[src/rtl/mem_port_arbiter.sv]
// Two-requester (fetch/data) arbiter onto one memory port; data wins ties.
// Optional mem_ready watchdog is enabled by defining ARB_TIMEOUT_EN.
module mem_port_arbiter #(
  parameter int TIMEOUT_CYCLES = 255
) (
  input  logic        clk,
  input  logic        rst,
  input  logic        if_req,
  input  logic [31:0] if_addr,
  output logic        if_valid,
  output logic [31:0] if_rdata,
  output logic        if_err,
  input  logic        d_req,
  input  logic        d_we,
  input  logic [31:0] d_addr,
  input  logic [31:0] d_wdata,
  input  logic [1:0]  d_size,
  output logic        arb_eqmem,
  output logic        memOp_done,
  output logic [31:0] d_rdata,
  output logic        d_err,
  output logic        mem_req,
  output logic        mem_we,
  output logic [31:0] mem_addr,
  output logic [31:0] mem_wdata,
  output logic [3:0]  mem_be,
  input  logic        mem_ready,
  input  logic [31:0] mem_rdata
);

  if (TIMEOUT_CYCLES < 1 || TIMEOUT_CYCLES > 65535) begin : g_bad_timeout
    $error("TIMEOUT_CYCLES out of range 1..65535");
  end

  typedef enum logic [1:0] {
    IDLE    = 2'd0,
    IF_BUSY = 2'd1,
    D_BUSY  = 2'd2
  } state_t;

  // state_q is the single point of truth for the FSM and is meant to be probed.
  state_t      state_q, state_d;
  logic        grant_d, grant_if;
  logic        timeout_hit;
  logic [3:0]  d_be;
  logic [31:0] d_wdata_rep;

  logic        lat_we;
  logic [31:0] lat_addr;
  logic [31:0] lat_wdata;
  logic [3:0]  lat_be;
  logic        if_valid_q, d_done_q;
  logic [31:0] if_rdata_q, d_rdata_q;

  always_comb begin
    d_be        = 4'b1111;
    d_wdata_rep = d_wdata;
    case (d_size)
      2'd0: begin
        d_be        = 4'b0001 << d_addr[1:0];
        d_wdata_rep = {4{d_wdata[7:0]}};
      end
      2'd1: begin
        d_be        = 4'b0011 << {d_addr[1], 1'b0};
        d_wdata_rep = {2{d_wdata[15:0]}};
      end
      default: begin
        d_be        = 4'b1111;
        d_wdata_rep = d_wdata;
      end
    endcase
  end

`ifdef ARB_TIMEOUT_EN
  localparam logic [16:0] TMO_LIMIT = 17'(TIMEOUT_CYCLES);
  logic [15:0] tmo_cnt;
  logic        if_err_q, d_err_q;

  // The limit is reached on the BUSY cycle whose increment would hit TIMEOUT_CYCLES;
  // mem_ready in that same cycle takes precedence.
  assign timeout_hit = (state_q != IDLE) && !mem_ready &&
                       (({1'b0, tmo_cnt} + 17'd1) == TMO_LIMIT);

  always_ff @(posedge clk) begin
    if (rst) begin
      tmo_cnt  <= 16'd0;
      if_err_q <= 1'b0;
      d_err_q  <= 1'b0;
    end else begin
      if_err_q <= 1'b0;
      d_err_q  <= 1'b0;
      if (grant_d || grant_if) begin
        tmo_cnt <= 16'd0;
      end else if (state_q != IDLE && !mem_ready) begin
        tmo_cnt <= tmo_cnt + 16'd1;
      end
      if (timeout_hit) begin
        if_err_q <= (state_q == IF_BUSY);
        d_err_q  <= (state_q == D_BUSY);
      end
    end
  end

  assign if_err = if_err_q;
  assign d_err  = d_err_q;
`else
  assign timeout_hit = 1'b0;
  assign if_err      = 1'b0;
  assign d_err       = 1'b0;
`endif

  always_comb begin
    state_d  = state_q;
    grant_d  = 1'b0;
    grant_if = 1'b0;
    case (state_q)
      IDLE: begin
        if (d_req) begin
          state_d = D_BUSY;
          grant_d = 1'b1;
        end else if (if_req) begin
          state_d  = IF_BUSY;
          grant_if = 1'b1;
        end
      end
      IF_BUSY, D_BUSY: begin
        if (mem_ready || timeout_hit) state_d = IDLE;
      end
      default: state_d = IDLE;
    endcase
  end

  always_ff @(posedge clk) begin
    if (rst) begin
      state_q    <= IDLE;
      lat_we     <= 1'b0;
      lat_addr   <= 32'd0;
      lat_wdata  <= 32'd0;
      lat_be     <= 4'd0;
      if_valid_q <= 1'b0;
      d_done_q   <= 1'b0;
      if_rdata_q <= 32'd0;
      d_rdata_q  <= 32'd0;
    end else begin
      state_q    <= state_d;
      if_valid_q <= 1'b0;
      d_done_q   <= 1'b0;
      if (grant_d) begin
        lat_we    <= d_we;
        lat_addr  <= d_addr;
        lat_wdata <= d_wdata_rep;
        lat_be    <= d_be;
      end else if (grant_if) begin
        lat_we    <= 1'b0;
        lat_addr  <= if_addr;
        lat_wdata <= 32'd0;
        lat_be    <= 4'b1111;
      end
      // Timeout completions pulse done but leave the rdata registers alone.
      if (state_q == IF_BUSY && (mem_ready || timeout_hit)) begin
        if_valid_q <= 1'b1;
        if (mem_ready) if_rdata_q <= mem_rdata;
      end
      if (state_q == D_BUSY && (mem_ready || timeout_hit)) begin
        d_done_q <= 1'b1;
        if (mem_ready) d_rdata_q <= mem_rdata;
      end
    end
  end

  assign mem_req    = (state_q != IDLE);
  assign mem_we     = lat_we;
  assign mem_addr   = lat_addr;
  assign mem_wdata  = lat_wdata;
  assign mem_be     = lat_be;
  assign arb_eqmem  = (state_q == D_BUSY) || (state_q == IDLE && d_req);
  assign if_valid   = if_valid_q;
  assign if_rdata   = if_rdata_q;
  assign memOp_done = d_done_q;
  assign d_rdata    = d_rdata_q;

endmodule

[config.mk]
export PLATFORM = sky130hd
export DESIGN_NAME = mem_port_arbiter
export DESIGN_NICKNAME = d
export VERILOG_FILES = /design/src/rtl/mem_port_arbiter.sv
export SDC_FILE = /design/constraint.sdc
export NUM_CORES = 1
export LEC_CHECK = 0
export ABC_CLOCK_PERIOD_IN_PS = 1300
export CAP_MARGIN = 20
export CELL_PAD_IN_SITES_DETAIL_PLACEMENT = 2
export CELL_PAD_IN_SITES_GLOBAL_PLACEMENT = 2
export CORE_UTILIZATION = 20
export CTS_CLUSTER_SIZE = 30
export DETAILED_ROUTE_END_ITERATION = 8
export PLACE_DENSITY = 0.81
export RECOVER_POWER = 100
export SYNTH_ARGS = -nofsm -noshare
export SYNTH_HDL_FRONTEND = slang
export SYNTH_SLANG_ARGS = --single-unit
[constraint.sdc]
create_clock -name clk -period 1.3 [get_ports clk]
set_input_delay 0.195 -clock clk [delete_from_list [all_inputs] [get_ports clk]]
set_output_delay 0.195 -clock clk [all_outputs]
set_load 0.01 [all_outputs]
==> flow_metrics.py <==
metrics = {
    "clock_network": {
        "clockBufferDepth": 2,
        "clockRootBuffer": "clkbuf_16",
        "clkLatencyLatePin_ns": 0.42,
        "numCtsBuffers": 17,
        "htreeDepth": 4,
        "numClockSinks": 137,
        "ctsHoldBuffers": 0,
        "cts_tree": "done",
        "clkTransAtPathRegs_ns": 0.06,
    },
    "yosys": {
        "synth_top_area_frac": 0.4751,
        "synth_warnings": 0,
        "ys_ff_latch": 137,
        "ys_seq_area_frac": 0.4751,
        "ys_async_sr_fraction": 0,
        "postSynthCellCount": 681,
        "synth-edff-count": 0,
        "yosys.area.top_type": "dfxtp_1",
        "synth_area_per_cell_um2": 8.477,
        "ys_types": 29,
        "synth_area_leaders": "dfxtp_1 48%, nand2_1 8.7%, a21oi_1 5.7%",
        "synth_area_um2": 5773,
        "synthFlopType": "dfxtp_1",
    },
    "placed_design": {
        "io_buffers": 272,
        "dp_hpwl_um": 17060,
        "place_ws_ns": -0.3372,
        "gp_congestion": 0.7693,
        "dp_cells": 1313,
    },
    "worst_setup_path": {
        "path_max_fanout": 8,
        "cpLargestDelayFamily": "buffers and inverters",
        "cp_num_buf_inv": 5,
        "worstPathRequired_ns": 1.59,
        "worst-setup-path-type": "reg -> reg",
        "endpoint_kind": "flip-flop",
        "worst_setup_path_start_kind": "flip-flop",
        "reg2reg_depth": 9,
        "arrival_ns": 1.81,
        "critical-path-max-stage-delay_ns": 0.34,
        "reg2reg_from": "state_q[1]",
        "slowest_stage": "dfxtp_2",
        "startpoint": "state_q[1]",
        "path_cells": "inv_2, buf_4, buf_6, ha_4, and2_4, buf_12, buf_16, nand2_1, a21oi_1",
        "cp.depth": 9,
        "timing.reg2reg.setup_slack_ns": -0.22,
    },
    "global_routing": {
        "antenna_found_initial": 1,
        "grt_overflow_total": 0,
        "grt_pass1_wl_um": 40850,
        "grt_max_degree": 64,
        "first_global_vias": 6910,
        "track_usage": 0.1859,
    },
    "drt": {
        "num_vias": 6202,
        "viasPerCell": 4.481,
        "ant_nets": 0,
        "dr.pass1.iters": 4,
        "route.detailed.drc": 0,
        "wl_per_cell_um": 20.25,
        "drt-total-wl_um": 28020,
        "dr.first_iter.drc_count": 195,
    },
    "final_layout": {
        "mostFrequentLayoutCells": "133 x clkdlybuf4s50_1, 129 x dfxtp_1, 91 x nand2_1",
        "final_common_cell": "clkdlybuf4s50_1",
        "drive_above_1_share": 0.3174,
        "area_growth_pct": 90.51,
        "nets": 1131,
        "instances_no_fill": 1384,
    },
    "sta": {
        "hold_viol_final": 0,
        "fmax_mhz": 659.3,
        "fin_crit_sh": 1.167,
        "setup_ws_ns": -0.2168,
        "rsz0062_at_grt": "yes",
        "fin_skew_ns": 0.007877,
        "slew_viol_final": 0,
        "setup_viol": 135,
        "period_needed_ns": 1.517,
    },
    "power_and_ir_drop": {
        "peakVddDrop_mv": 0.6337,
        "power.leakage_uw": 0.004560,
        "powerDensity_nw_per_um2": 1212,
    },
    "status": {
        "status": "finished with violations",
        "violations": "negative setup slack",
    },
    "die": {
        "start_util": 0.2055,
        "die_w_um": 171.9,
        "ios": 275,
        "row_count": 61,
        "core-area_um2": 28090,
        "fp.dieArea_um2": 29550,
        "die_h_um": 171.9,
    },
    "hold_path": {
        "hold_path.startpoint": "rst",
        "hold_class": "in -> reg",
        "holdPathStages": 2,
    },
    "job": {
        "drv_cap": 0,
    },
}
-- through the flow --
step | TNS (ns) | total power (µW) | hold WS [ns] | cell area (µm²) | util
2_1_floorplan | 0 | 6006 | 0.3310 | 5806 | -
3_3_place_gp | -25.46 | 7506 | 0.4416 | 9124 | 0.3248
3_5_place_dp | -30.21 | 7584 | 0.4506 | 9124 | 0.3248
4_1_cts | -16.13 | 13440 | 0.1216 | 10780 | 0.3837
5_1_grt | -21.99 | 13930 | 0.1420 | 11000 | 0.3916
6_report | -14.66 | 13330 | 0.1407 | 11000 | 0.3916
-- cell usage after synthesis, types with 3 or more instances --
master      n
a211o_1     8
a211oi_1   20
a211oi_2   17
a21oi_1    66
a22o_1     32
a22oi_1    17
a32o_1     15
and2_1      3
buf_1       6
buf_2      21
buf_4       9
buf_6       5
clkbuf_1   19
dfxtp_1   137
ha_1        3
inv_1      34
mux2_2      9
nand2_1   134
nand2b_1   21
nor2_1     88
nor2b_1     8
-- per-layer routing --
metal / wire, µm / GRT usage
met5: 0 / 0
met2: 14320 / 0.3310
met4: 454 / 0.05541
met1: 11520 / 0.2141
met3: 1726 / 0.05287
-- power breakdown --
part           switching [µW]  internal, µW
logic                    1780          1880
clock network            2060          2840
registers                 239          4530
total                    4080          9240
-- cells by family (layout without fill, tap and decap cells) --
logic type / after synthesis / in the layout / share of synthesized area
mux: 10 / 10 / 0.01929
compound gates: 180 / 182 / 0.2360
fa+ha+maj: 3 / 3 / 0.006503
buf+inv: 94 / 414 / 0.07802
other cells: 1 / 3 / 0.0006496
simple gates: 256 / 257 / 0.1844
flops: 137 / 137 / 0.4751
-- what timing repair did --
action                                  4_1_cts  5_1_grt
pin swaps                                    47       58
buffers inserted                             20        7
endpoints found under the setup margin      271      181
gates resized for setup                     298      195
gates cloned                                 22        2
-- area by class of cell --
class,count,area (µm²)
Sequential cell,137,2753
Clock buffer,18,429.2
Multi-Input combinational cell,454,3421
Antenna cell,1,2.502
Clock inverter,14,147.6
Timing Repair Buffer,348,3642
Inverter,34,130.1
Tap cell,378,473.0
Fill cell,3086,17090
-- path summary, 6_finish.rpt --
path / end
worst min register to register: if_rdata[10]
worst min-delay path: mem_addr[11]
worst max register to register: if_rdata[13]
worst max-delay path: if_rdata[13]
-- registers in the layout, indices dropped and copies added (netlist names) --
signal      cells
d_rdata        32
if_rdata       32
if_valid        1
memOp_done      1
mem_addr       32
mem_be          4
mem_wdata      32
mem_we          1
state_q         2
No activity file was read; power rests on OpenSTA's default activity.
